## src/rtl/unidad_carga_alm.sv

```systemverilog
// Load/store unit: byte/half/word accesses to a 256-byte big-endian memory,
// with read-modify-write for sub-word stores. Define CHEQUEO_ALINEACION_EN to also reject unaligned half/word accesses.
module unidad_carga_alm (
    input  logic        CLK,
    input  logic        RST,
    input  logic        Inicio,
    input  logic        EsEsc,
    input  logic [1:0]  Tam,
    input  logic        ConSigno,
    input  logic [31:0] DirCPU,
    input  logic [31:0] DatoCPU,
    output logic        Ocupado,
    output logic        Listo,
    output logic [31:0] DatoCarga,
    output logic        Error,
    output logic [31:0] Dir,
    output logic [31:0] DatoE,
    output logic        ESC,
    output logic        Leer,
    input  logic [31:0] DatoS
);

    typedef enum logic [1:0] {REPOSO, LEER, ESCRIBIR, FIN} estado_t;

    estado_t     estado;
    logic        es_esc;
    logic [1:0]  tam_q;
    logic        con_signo_q;
    logic [15:0] dato_cpu_q;

    logic [8:0]  ultimo_c;
    logic [8:0]  fin_acceso_c;
    logic        desalineado_c;
    logic        rechazo_c;
    logic [31:0] carga_c;
    logic [31:0] mezcla_c;

    // Access validation on the raw CPU request, evaluated in REPOSO
    always_comb begin
        ultimo_c = 9'd3;
        case (Tam)
            2'b00:   ultimo_c = 9'd0;
            2'b01:   ultimo_c = 9'd1;
            default: ultimo_c = 9'd3;
        endcase
        fin_acceso_c = {1'b0, DirCPU[7:0]} + ultimo_c;
`ifdef CHEQUEO_ALINEACION_EN
        desalineado_c = ((Tam == 2'b01) && DirCPU[0]) ||
                        ((Tam == 2'b10) && (DirCPU[1:0] != 2'b00));
`else
        desalineado_c = 1'b0;
`endif
        rechazo_c = (Tam == 2'b11) || (DirCPU[31:8] != 24'd0) ||
                    fin_acceso_c[8] || desalineado_c;
    end

    // Load extraction and sub-word store merge from the memory word
    always_comb begin
        carga_c  = DatoS;
        mezcla_c = {dato_cpu_q[15:0], DatoS[15:0]};
        case (tam_q)
            2'b00: begin
                carga_c  = {{24{con_signo_q & DatoS[31]}}, DatoS[31:24]};
                mezcla_c = {dato_cpu_q[7:0], DatoS[23:0]};
            end
            2'b01:   carga_c = {{16{con_signo_q & DatoS[31]}}, DatoS[31:16]};
            default: carga_c = DatoS;
        endcase
    end

    // Control FSM with all outputs registered
    always_ff @(posedge CLK or posedge RST) begin
        if (RST) begin
            estado      <= REPOSO;
            es_esc      <= 1'b0;
            tam_q       <= 2'b00;
            con_signo_q <= 1'b0;
            dato_cpu_q  <= 16'd0;
            Ocupado     <= 1'b0;
            Listo       <= 1'b0;
            Error       <= 1'b0;
            ESC         <= 1'b0;
            Leer        <= 1'b0;
            Dir         <= 32'd0;
            DatoE       <= 32'd0;
            DatoCarga   <= 32'd0;
        end else begin
            Listo <= 1'b0;
            Error <= 1'b0;
            ESC   <= 1'b0;
            Leer  <= 1'b0;
            case (estado)
                REPOSO: begin
                    if (Inicio) begin
                        Ocupado <= 1'b1;
                        if (rechazo_c) begin
                            estado <= FIN;
                            Listo  <= 1'b1;
                            Error  <= 1'b1;
                        end else begin
                            es_esc      <= EsEsc;
                            tam_q       <= Tam;
                            con_signo_q <= ConSigno;
                            dato_cpu_q  <= DatoCPU[15:0];
                            Dir         <= DirCPU;
                            if (EsEsc && (Tam == 2'b10)) begin
                                estado <= ESCRIBIR;
                                ESC    <= 1'b1;
                                DatoE  <= DatoCPU;
                            end else begin
                                estado <= LEER;
                                Leer   <= 1'b1;
                            end
                        end
                    end
                end
                LEER: begin
                    if (es_esc) begin
                        estado <= ESCRIBIR;
                        ESC    <= 1'b1;
                        DatoE  <= mezcla_c;
                    end else begin
                        estado    <= FIN;
                        Listo     <= 1'b1;
                        DatoCarga <= carga_c;
                    end
                end
                ESCRIBIR: begin
                    estado <= FIN;
                    Listo  <= 1'b1;
                end
                FIN: begin
                    estado  <= REPOSO;
                    Ocupado <= 1'b0;
                end
            endcase
        end
    end

endmodule

```

## config.mk

```make
export PLATFORM = sky130hd
export DESIGN_NAME = unidad_carga_alm
export DESIGN_NICKNAME = d
export VERILOG_FILES = /design/src/rtl/unidad_carga_alm.sv
export SDC_FILE = /design/constraint.sdc
export NUM_CORES = 1
export LEC_CHECK = 0
export CORE_ASPECT_RATIO = 0.6
export CORE_UTILIZATION = 45
export DETAILED_ROUTE_END_ITERATION = 12
export GPL_ROUTABILITY_DRIVEN = 0
export PLACE_DENSITY = 0.88
export SLEW_MARGIN = 20
export SYNTH_ARGS = -nofsm -noshare
export SYNTH_HDL_FRONTEND = slang
export SYNTH_SLANG_ARGS = --single-unit
```

## constraint.sdc

```tcl
create_clock -name CLK -period 5.6 [get_ports CLK]
set_input_delay 1.12 -clock CLK [delete_from_list [all_inputs] [get_ports CLK]]
set_output_delay 1.12 -clock CLK [all_outputs]
set_load 0.02 [all_outputs]
```

==> impl_results.md <==
* Delay-heaviest family, CP: simple AND/OR/NAND/NOR gates
* Async set-reset flop share out of synthesis at between 90% and 100%
* Setup crit end: DatoE[18]
* Final setup fails at 0
* Htree depth at 4
* Maximum root-to-sink buffer count at 2
* # nets final at 782
* Avg Synthesized Cell Area at approximately 12 um2
* IO Port Bufs at between 200 and 250
* Critical path class: flip-flop to flip-flop
* WP buf/inv at 3
* Fmax at around 270 MHz
* CTS tree: done
* Post-Syn Nets at between 500 and 600
* Num ports at approximately 200
* Uppermost layer routed: met4
* Core area at 12200 um2
* Post-CTS setup buffer count at 0
* Die Ht at between 80 and 90 um
* #FFs+latches synth at around 120
* Total track usage at 27.2%
* Cell mode on critical path: buf_4
* Cts bufs inserted at 17
* Via count at 4500
* Rows at 31
* # DRC at 0
* Fill cells at roughly 900
* Post-DR vias/cell at ~5.3
* Max VDD drop at around 0.22 mV
* Critical Path Source Type: flip-flop
* Commonest non-fill, non-tap cells in the layout: 203 x clkdlybuf4s50_1, 123 x dfrtp_1, 53 x a21oi_1, 52 x nor2_1, 40 x mux2_4
* RSZ-0062 raised after global routing: no
* Clock skew at 6.64 ps
* DP Wirelength at about 13000 um
* Final Max Slew Viols at 0
* Crit-path max FO at 53
* Main synth FF type: dfrtp_1
* Worst path required time at about 5900 ps
* Library cells used by synthesis at 39
* Max transition margin at between 30 and 40%
* Endpoint class of the critical path: flip-flop
* Reg-to-Reg Start: estado[1]
* Status: complete, no violations
* Antenna Cells at 0
* Hold Crit Class: flip-flop to flip-flop
* Fin Setup TNS at 0 ps
* Worst EP arrival at 4000 ps
* Cell count of the worst reg-to-reg path at 8
* Post-synthesis sequential area ratio at a little over half
* Period utilisation layout at between 60% and 70%
* WL final at ~17000 um
* Leakage Power at 3.90 nW
* Synthesis-to-layout area growth at 48.9%
* Initial Util at between 40 and 50%
* Fraction of layout cells with a size suffix above 1 at around 18%
* Power Density at approximately 390 nW/um2
* Post-DRT Antenna Nets at 0
* Slowest cell on crit path: nor2b_2
* Worst-path clk slew at around 60 ps
* Total gr overflow at 0
* Post-placement cell count at roughly 800
* Fin crit period at roughly 3700 ps
* Worst r2r dst: DatoE[18]
* Syn Inst Count at approximately 480
* Fin cells at approximately 850
* Critical Path Stages at 8
* Power Total at 0.00327 W
* Setup crit start: estado[1]
* CTS sink cnt at around 120
* DR WL met2 at between 7000 and 8000 um
* Starting DRT DRC Count at ~300
* Pin count of the biggest net entering global routing at 54
* Root Driver: clkbuf_16
* Vias in the first global route at 4647
* Final hold violations at 0
* YS warnings at 0
* Post-CTS Resized at 0
* Slowest stage delay, CP at between 900 and 1000 ps
* CP Cell Sequence: inv_1, ha_2, buf_4, nor2b_2, nor3_1, a21oi_4, buf_4, mux2_2
* M1 wire length at approximately 7700 um
* Total die area at between 10000 and 15000 um2
* R2R Setup Slk at about 1900 ps
* Skew-Pair Late Insertion Delay at between 400 and 500 ps
* Hold buffers post-CTS at 0
* First-pass GRT wire length at between 20000 and 30000 um
* Mapped cell area at 5670 um2
* Routed length per instance at about 20 um
* Worst-Margin Slew at roughly 1000 ps
* DIE WIDTH at 147 um
* Met3 wire len at approximately 1600 um
* Max Cap Viol at 0
* Initial antenna violation count at 0
* EDFF count, synth at 0
* Drt pass-1 iters at 9
* Commonest non-fill, non-tap cell in the layout: clkdlybuf4s50_1
==> worst register-to-register path: stages, from the launching register on <==
cell and delay [ps]:
dfrtp_1 420, inv_1 100, ha_2 160, buf_4 470, nor2b_2 960, nor3_1 220, a21oi_4 390, buf_4 460
mux2_2 420
==> kinds of logic (layout without fill, tap and decap cells) <==
logic type                 count (synthesis)  count (layout)  share of synthesized area (%)
adders and majority gates                  5               5                           1.10
and+or+nand+nor                          130             130                           10.9
AOI/OAI and AO/OA                         78              78                           7.50
DFF                                      123             123                           54.3
buffers and inverters                     39             250                           4.06
muxes                                    101             101                           22.1
==> layer usage <==
layer  track usage, %  vias to the layer above
met3             8.57                       22
met4             9.18                        0
met1             37.1                     2208
met5                0                        -
met2             41.8                      223
li1                 -                     2047
==> cell usage after synthesis, drive strengths merged, types with 2 or more instances <==
cell type,n,area [um2]
buf,15,134
inv,8,30.0
nand2,31,116
o21ai,14,70.1
a22oi,2,15.0
a31oi,2,12.5
nor4,7,50.1
nand4,2,12.5
mux2i,25,250
nor2,53,206
clkbuf,15,57.6
ha,5,62.6
and3,5,31.3
nor2b,26,163
dfrtp,123,3080
nor3,2,15.0
mux2,76,1010
a21oi,54,274
==> sequential cells by signal (all words and copies together) (netlist names) <==
name         flops
Dir             32
Ocupado          1
DatoCarga       32
tam_q            2
es_esc           1
Error            1
dato_cpu_q      16
con_signo_q      1
ESC              1
estado           2
Listo            1
Leer             1
DatoE           32
==> per-stage QoR <==
| stage | util (%) | instance area (um2) | hold slack (ps) | worst slack, ps |
|---|---|---|---|---|
| final | 69.3 | 8440 | 492 | 1890 |
| after global routing | 69.3 | 8440 | 519 | 1640 |
| after CTS | 69.3 | 8440 | 492 | 1860 |
| after detailed placement | 64.0 | 7800 | 478 | 1750 |
| after global placement | 64.0 | 7800 | 465 | 1840 |
| after floorplan | - | 5670 | 480 | 1210 |
==> power breakdown <==
part	switching, W	internal, W	leakage [nW]	total, W
sequential	0.0000840	0.00102	1.65	0.00110
combinational	0.000547	0.000439	1.94	0.000986
clock	0.000410	0.000772	0.306	0.00118
==> cell type report <==
cell class	instances	area (um2)	share of cell area [%]
tap	165	206	2.45
clock inverter	13	191	2.27
clock buffer	19	453	5.36
timing repair buffer	210	2100	24.8
inverter	8	32.5	0.385
sequential	123	3080	36.5
multi-input combinational	314	2380	28.2
==> worst min-delay path by stage <==
stage	startpoint	endpoint	slack, ps	depth (start not counted)
final	DatoCarga[5]	DatoCarga[5]	490	2
after global routing	DatoCarga[5]	DatoCarga[5]	520	2
after CTS	DatoCarga[5]	DatoCarga[5]	490	2
after detailed placement	DatoCarga[5]	DatoCarga[5]	480	2
after global placement	DatoCarga[31]	DatoCarga[31]	460	2
after floorplan	dato_cpu_q[0]	dato_cpu_q[0]	480	1
Note: power is estimated with default switching activity, not from simulation.
